File: config.mk
export PLATFORM = sky130hd
export DESIGN_NAME = irq_pattern_gen
export DESIGN_NICKNAME = d
export VERILOG_FILES = /design/src/rtl/irq_pattern_gen.sv
export SDC_FILE = /design/constraint.sdc
export NUM_CORES = 1
export LEC_CHECK = 0
export ABC_AREA = 1
export BUFFER_PORTS_ARGS = -buffer_cell sky130_fd_sc_hd__buf_2
export CORE_ASPECT_RATIO = 0.8
export CORE_MARGIN = 4
export CORE_UTILIZATION = 39
export CTS_CLUSTER_DIAMETER = 40
export DETAILED_ROUTE_END_ITERATION = 12
export PLACE_DENSITY_LB_ADDON = 0.2
export REMOVE_ABC_BUFFERS = 1
export SYNTH_ARGS = -nofsm -noshare
export SYNTH_HDL_FRONTEND = slang
export SYNTH_SLANG_ARGS = --single-unit
File: constraint.sdc
create_clock -name clk_i -period 3.5 [get_ports clk_i]
set_input_delay 0.175 -clock clk_i [delete_from_list [all_inputs] [get_ports clk_i]]
set_output_delay 0.175 -clock clk_i [all_outputs]
set_load 0.02 [all_outputs]
File: src/rtl/irq_pattern_gen.sv
// Multi-channel periodic interrupt generator: each channel counts to a runtime
// period and raises a pulse or level interrupt, flagging events lost behind a pending level IRQ.
module irq_pattern_gen #(
  parameter int NUM_CH = 4,
  parameter int CNT_W  = 32
) (
  input  logic                    clk_i,
  input  logic                    reset_i,
  input  logic [NUM_CH-1:0]       enable_i,
  input  logic [NUM_CH*CNT_W-1:0] period_i,
  input  logic [NUM_CH-1:0]       level_mode_i,
  input  logic [NUM_CH-1:0]       ack_i,
  output logic [NUM_CH-1:0]       irq_o,
  output logic [NUM_CH-1:0]       missed_o,
  output logic                    any_irq_o
);

  logic [NUM_CH-1:0][CNT_W-1:0] period_w;
  logic [NUM_CH-1:0][CNT_W-1:0] cnt_q, cnt_d;
  logic [NUM_CH-1:0]            irq_q, irq_d;
  logic [NUM_CH-1:0]            missed_q, missed_d;
  logic [NUM_CH-1:0]            event_w;

  assign period_w = period_i;

  always_comb begin
    // NOTE: every output of this block gets a default first, so no path can infer a latch.
    cnt_d    = cnt_q;
    irq_d    = irq_q;
    missed_d = missed_q;
    event_w  = '0;
    for (int ch = 0; ch < NUM_CH; ch++) begin
      // >= rather than == so a period lowered below the running count fires at once.
      event_w[ch] = enable_i[ch] && (period_w[ch] != '0) &&
                    (cnt_q[ch] >= period_w[ch] - CNT_W'(1));

      if (!enable_i[ch] || (period_w[ch] == '0) || event_w[ch]) begin
        cnt_d[ch] = '0;
      end else begin
        cnt_d[ch] = cnt_q[ch] + CNT_W'(1);
      end

      if (level_mode_i[ch]) begin
        irq_d[ch] = event_w[ch] | (irq_q[ch] & ~ack_i[ch]);
      end else begin
        irq_d[ch] = event_w[ch];
      end

      if (!level_mode_i[ch] || ack_i[ch]) begin
        missed_d[ch] = 1'b0;
      end else if (irq_q[ch] && event_w[ch]) begin
        missed_d[ch] = 1'b1;
      end
    end
  end

  always_ff @(posedge clk_i or negedge reset_i) begin
    if (!reset_i) begin
      cnt_q    <= '0;
      irq_q    <= '0;
      missed_q <= '0;
    end else begin
      // NOTE: non-blocking assignments so every flop samples the pre-edge values.
      cnt_q    <= cnt_d;
      irq_q    <= irq_d;
      missed_q <= missed_d;
    end
  end

  assign irq_o     = irq_q;
  assign missed_o  = missed_q;
  assign any_irq_o = |irq_q;

endmodule

Word level (Yosys, flattened, before mapping). Cells that the tools add are included.

Flip-flop bits (word level): 136. Latch bits: 0. Bits in writable memories: 0. Bits in read-only memories: 0. Input port bits: 142. Output and inout port bits: 9. Word-level logic and storage cells: 94. Memories kept: 0.

$add $sub $neg: 8. Multiply operators: 0. Div/mod/pow operators: 0. $lt $le $gt $ge: 4. Equality and inequality tests: 0. Shift operators: 0. Multiplexer cells: 16. Bitwise logic cells: 12. Reduce and logical (&&, ||, !) cells: 45.

Operator list (number): 32-bit by 1-bit adder with 32-bit output, second input constant (4); 32-bit >= comparator (4); 32-bit zero test (4); 32-bit 2-to-1 mux (4); 32-bit nonzero test (4); 32-bit by 1-bit subtractor with 32-bit output, second input constant (4); 1-bit logical AND (12); 1-bit logical OR (12); 1-bit 2-to-1 mux (12); 1-bit zero test (8); 2-bit nonzero test (4); 1-bit AND (4); 1-bit NOT (4); 1-bit OR (4); 4-bit OR reduction (1).

Depth between registers and ports, before layout.
Depth after elaboration: 6. Depth in mapped cells: 21. Gate-level depth less buffers: 21.

Least setup slack after synthesis. Ideal clock, no wire load.

Kind: input to register. From: input port period_i[0]. To: register cnt_q[22] (netlist name). Library setup time: 0.071 ns. Arrival time: 2.393 ns. Required time: 3.429 ns. Setup slack: 1.035 ns. Cell stages on the path: 19. Buffers on the path: 1. Cell sequence: inv_1 ha_1 nand2_1 nor2_2 nand2_1 nor2_2 nand2_1 nor2_1 nand2_1 xor2_1 ha_1 nand2_1 o21ai_0 nand2_1 nand3_1 nor2_1 nand3_2 buf_4 nor2_1.

RTL lines: from (decl) (RTL line 10) `input logic [NUM_CH*CNT_W-1:0] period_i,`; to (signal assigned) (RTL line 64) `cnt_q <= cnt_d;`; to (decl) (RTL line 19) `logic [NUM_CH-1:0][CNT_W-1:0] cnt_q, cnt_d;`.

==> impl_metrics.py <==
metrics = {
    "place": {
        "portBuffers": 150,
        "dp_hpwl_um": 29800,
        "post-place-cells": 2612,
        "place_congestion": 0.895,
    },
    "synth": {
        "yosys_register_bits": 136,
        "synth_cell_types": 35,
        "syn_area_per_cell_um2": 6.76,
        "ys_warn_count": 0,
        "syn_inst": 2003,
        "seq_area_frac_synth_pct": 25.1,
        "synth_area_mm2": 0.0135,
    },
    "cts": {
        "ctsLongestPathBuffers": 2,
        "clk_latency_ns": 0.43,
        "cts.clk_slew.worst_paths_ns": 0.06,
        "cts_buffers": 17,
        "holdBufCountCts": 5,
        "cts.sinks": 136,
        "cts_max_level": 4,
        "cts_setup_buffers": 0,
        "cts_root_buf": "clkbuf_16",
        "cts_resized": 0,
        "tritoncts": "done",
    },
    "power": {
        "p_comb_share_pct": 13.8,
        "ir_drop_v": 0.000324,
        "power_leakage_uw": 0.00735,
        "p_sw_uw": 1110,
        "swShare_pct": 27.6,
        "clkPwrFrac_pct": 46.5,
        "p_per_area_mw_per_mm2": 260,
        "internal-power_uw": 2920,
        "seqPwrFrac_pct": 39.7,
    },
    "floorplan": {
        "fp.dieW_um": 216,
        "rows": 60,
        "fp.dieH_um": 175,
        "io_pins": 151,
        "start_util_pct": 39.9,
        "core-area_mm2": 0.0339,
        "die_area_mm2": 0.0378,
    },
    "timing": {
        "finalCriticalPeriod_ns": 2.78,
        "period_share_pct": 79.4,
        "tightest_slew_ns": 0.760,
        "finalClockSkew_ns": 0.0138,
        "fmax_mhz": 360,
        "setup_viol": 0,
        "max-slew-margin-rel_pct": 49.4,
        "rsz0062_at_grt": "false",
        "finalHoldViolCount": 0,
        "finalMaxSlewViolations": 0,
        "timing.setup.tns_ns": 0,
    },
    "drt": {
        "top_layer": "met4",
        "drtPass1Iterations": 5,
        "avgViaCountPerCell": 4.80,
        "postRouteAntennaNets": 0,
        "wl_met2_um": 15700,
        "drt_wl_total_um": 36000,
        "drc_errors": 0,
        "wire_per_inst_um": 13.6,
        "route.layer.met1.wl_um": 18400,
        "dr_wl_met3_um": 1410,
        "vias": 12700,
        "drtIter0Drc": 789,
    },
    "worst_setup_path": {
        "crit_required_ns": 3.85,
        "critPathArrivalTime_ns": 3.12,
        "crit_type": "primary input to flop",
        "crit_fanout": 17,
        "cp-end-kind": "flop",
        "start_kind": "primary input",
    },
    "global_route": {
        "grt_max_degree": 82,
        "grt_first_pass_wirelength_um": 60700,
        "grt_usage_pct": 19.2,
        "grt_pass1_vias": 12400,
        "antenna_found_initial": 0,
        "grt_overflow": 0,
    },
    "run": {
        "max_cap_viol_count": 0,
    },
    "finish": {
        "syn_to_final_growth_pct": 14.5,
        "drive_above_1_share_pct": 11.4,
        "nets": 2449,
        "fin_cells": 2649,
        "fillCellCount": 3514,
        "diodes": 0,
    },
    "min_path": {
        "min_path_type": "primary input to flop",
    },
    "run_status": {
        "outcome": "completed",
    },
}
[worst max-delay path: stages]
cell and delay [ns]:
buf_2 0.09, inv_1 0.10, ha_1 0.20, nand2_1 0.12, nor2_2 0.15, nand2_1 0.09, nor2_2 0.12, nand2_1 0.12
nor2_1 0.20, nand2_1 0.10, xor2_1 0.16, ha_1 0.27, nand2_1 0.08, o21ai_0 0.09, nand2_1 0.06, nand3_1 0.07
nor2_1 0.19, nand3_2 0.34, buf_12 0.28, nor2_1 0.10
[power by group through the flow]
| stage | Clock, uW | Sequential (uW) | Combinational, uW |
|---|---|---|---|
| after floorplan | 0 | 1620 | 305 |
| after global placement | 0 | 1630 | 547 |
| after detailed placement | 0 | 1630 | 557 |
| after CTS | 1910 | 1600 | 564 |
| after global routing | 1980 | 1600 | 646 |
| final | 1880 | 1600 | 558 |
[state kept, by name, summed over array words and instances (netlist names)]
name and flops:
irq_o 4, cnt_q 128, missed_o 4
[kinds of logic (layout without fill, tap and decap cells)]
family	Yosys count	after routing	synth area share, %
AND/OR/NAND/NOR	1162	1162	37.1
adder cells (fa/ha/maj)	136	136	12.6
flip-flops	136	136	25.1
XOR/XNOR	213	213	13.8
buffers and inverters	278	459	8.20
AO/OA/AOI/OAI	78	78	3.27
[area by class of cell]
| cell class | instances | area (um2) | share of cell area (%) |
|---|---|---|---|
| clock inverter | 14 | 175 | 1.13 |
| multi-input combinational | 1589 | 9030 | 58.2 |
| clock buffer | 18 | 429 | 2.77 |
| sequential | 136 | 3400 | 21.9 |
| timing repair buffer | 161 | 890 | 5.74 |
| tap | 465 | 582 | 3.75 |
| inverter | 266 | 998 | 6.44 |
[cell usage in the layout, fill, tap and decap left out, types with 76 or more instances in the layout]
| cell | count |
|---|---|
| nand2_1 | 460 |
| nor2_1 | 391 |
| inv_1 | 264 |
| xor2_1 | 137 |
| xnor2_1 | 76 |
| nor3_1 | 98 |
| ha_1 | 136 |
| buf_2 | 149 |
| dfrtp_1 | 136 |
| nand3_1 | 94 |
[through the flow]
step,total power (uW),setup slack [ns],utilization (%),cell area (um2),hold slack [ns]
floorplan,1930,0.858,-,13400,-0.121
global placement,2180,0.401,43.8,14900,0.279
detailed placement,2190,0.305,43.8,14900,0.283
CTS,4070,0.721,45.7,15500,0.00442
global route,4230,0.402,45.7,15500,0.0316
finish,4030,0.722,45.7,15500,0.0118
[final timing paths]
check / start / to / slack, ns / cells past startpoint
worst max register to register: cnt_q[29]$_DFF_PN0_ / cnt_q[21]$_DFF_PN0_ / 1.35 / 9
min in group asynchronous: reset_i / cnt_q[1]$_DFF_PN0_ / 0.36 / 2
worst min register to register: cnt_q[96]$_DFF_PN0_ / cnt_q[96]$_DFF_PN0_ / 0.46 / 1
worst max-delay path: period_i[0] / cnt_q[21]$_DFF_PN0_ / 0.72 / 20
max in group asynchronous: reset_i / cnt_q[86]$_DFF_PN0_ / 2.30 / 3
worst min-delay path: level_mode_i[3] / missed_o[3]$_DFFE_PN0P_ / 0.01 / 3
[cells in the mapped netlist]
| master | count | share of area, % |
|---|---|---|
| nor4_1 | 9 | 0.42 |
| or2_1 | 2 | 0.092 |
| or2_0 | 3 | 0.14 |
| inv_1 | 264 | 7.3 |
| nand3_4 | 1 | 0.13 |
| xnor2_1 | 76 | 4.9 |
| nand3_1 | 94 | 3.5 |
| o21ai_1 | 1 | 0.037 |
| buf_4 | 6 | 0.33 |
| nor3b_1 | 1 | 0.055 |
| dfrtp_1 | 136 | 25 |
| and3_1 | 2 | 0.092 |
| or2_2 | 1 | 0.046 |
| nor2_1 | 391 | 11 |
| buf_6 | 6 | 0.50 |
| a21o_1 | 8 | 0.44 |
| nor2_4 | 6 | 0.50 |
| nor3_2 | 5 | 0.37 |
| nand3b_1 | 1 | 0.055 |
| or4_1 | 1 | 0.055 |
| inv_2 | 2 | 0.055 |
| nor2_2 | 24 | 1.1 |
| o21ai_0 | 14 | 0.52 |
| nand3_2 | 11 | 0.81 |
| ha_1 | 136 | 13 |
| nor3_1 | 98 | 3.6 |
| nand2_1 | 460 | 13 |
| nand4_1 | 43 | 2.0 |
| nor3_4 | 1 | 0.12 |
| nand2_2 | 7 | 0.32 |
| xor2_1 | 137 | 8.9 |
| a21oi_1 | 46 | 1.7 |
| a31oi_2 | 2 | 0.18 |
| or2_4 | 1 | 0.065 |
| o21a_1 | 7 | 0.39 |
[per-layer routing]
layer / up-vias / global-route usage, %
met3: 36 / 2.12
met4: 0 / 4.05
li1: 6703 / -
met1: 5709 / 28.1
met5: - / 0
met2: 268 / 30.6
(Power assumes the default switching activity.)
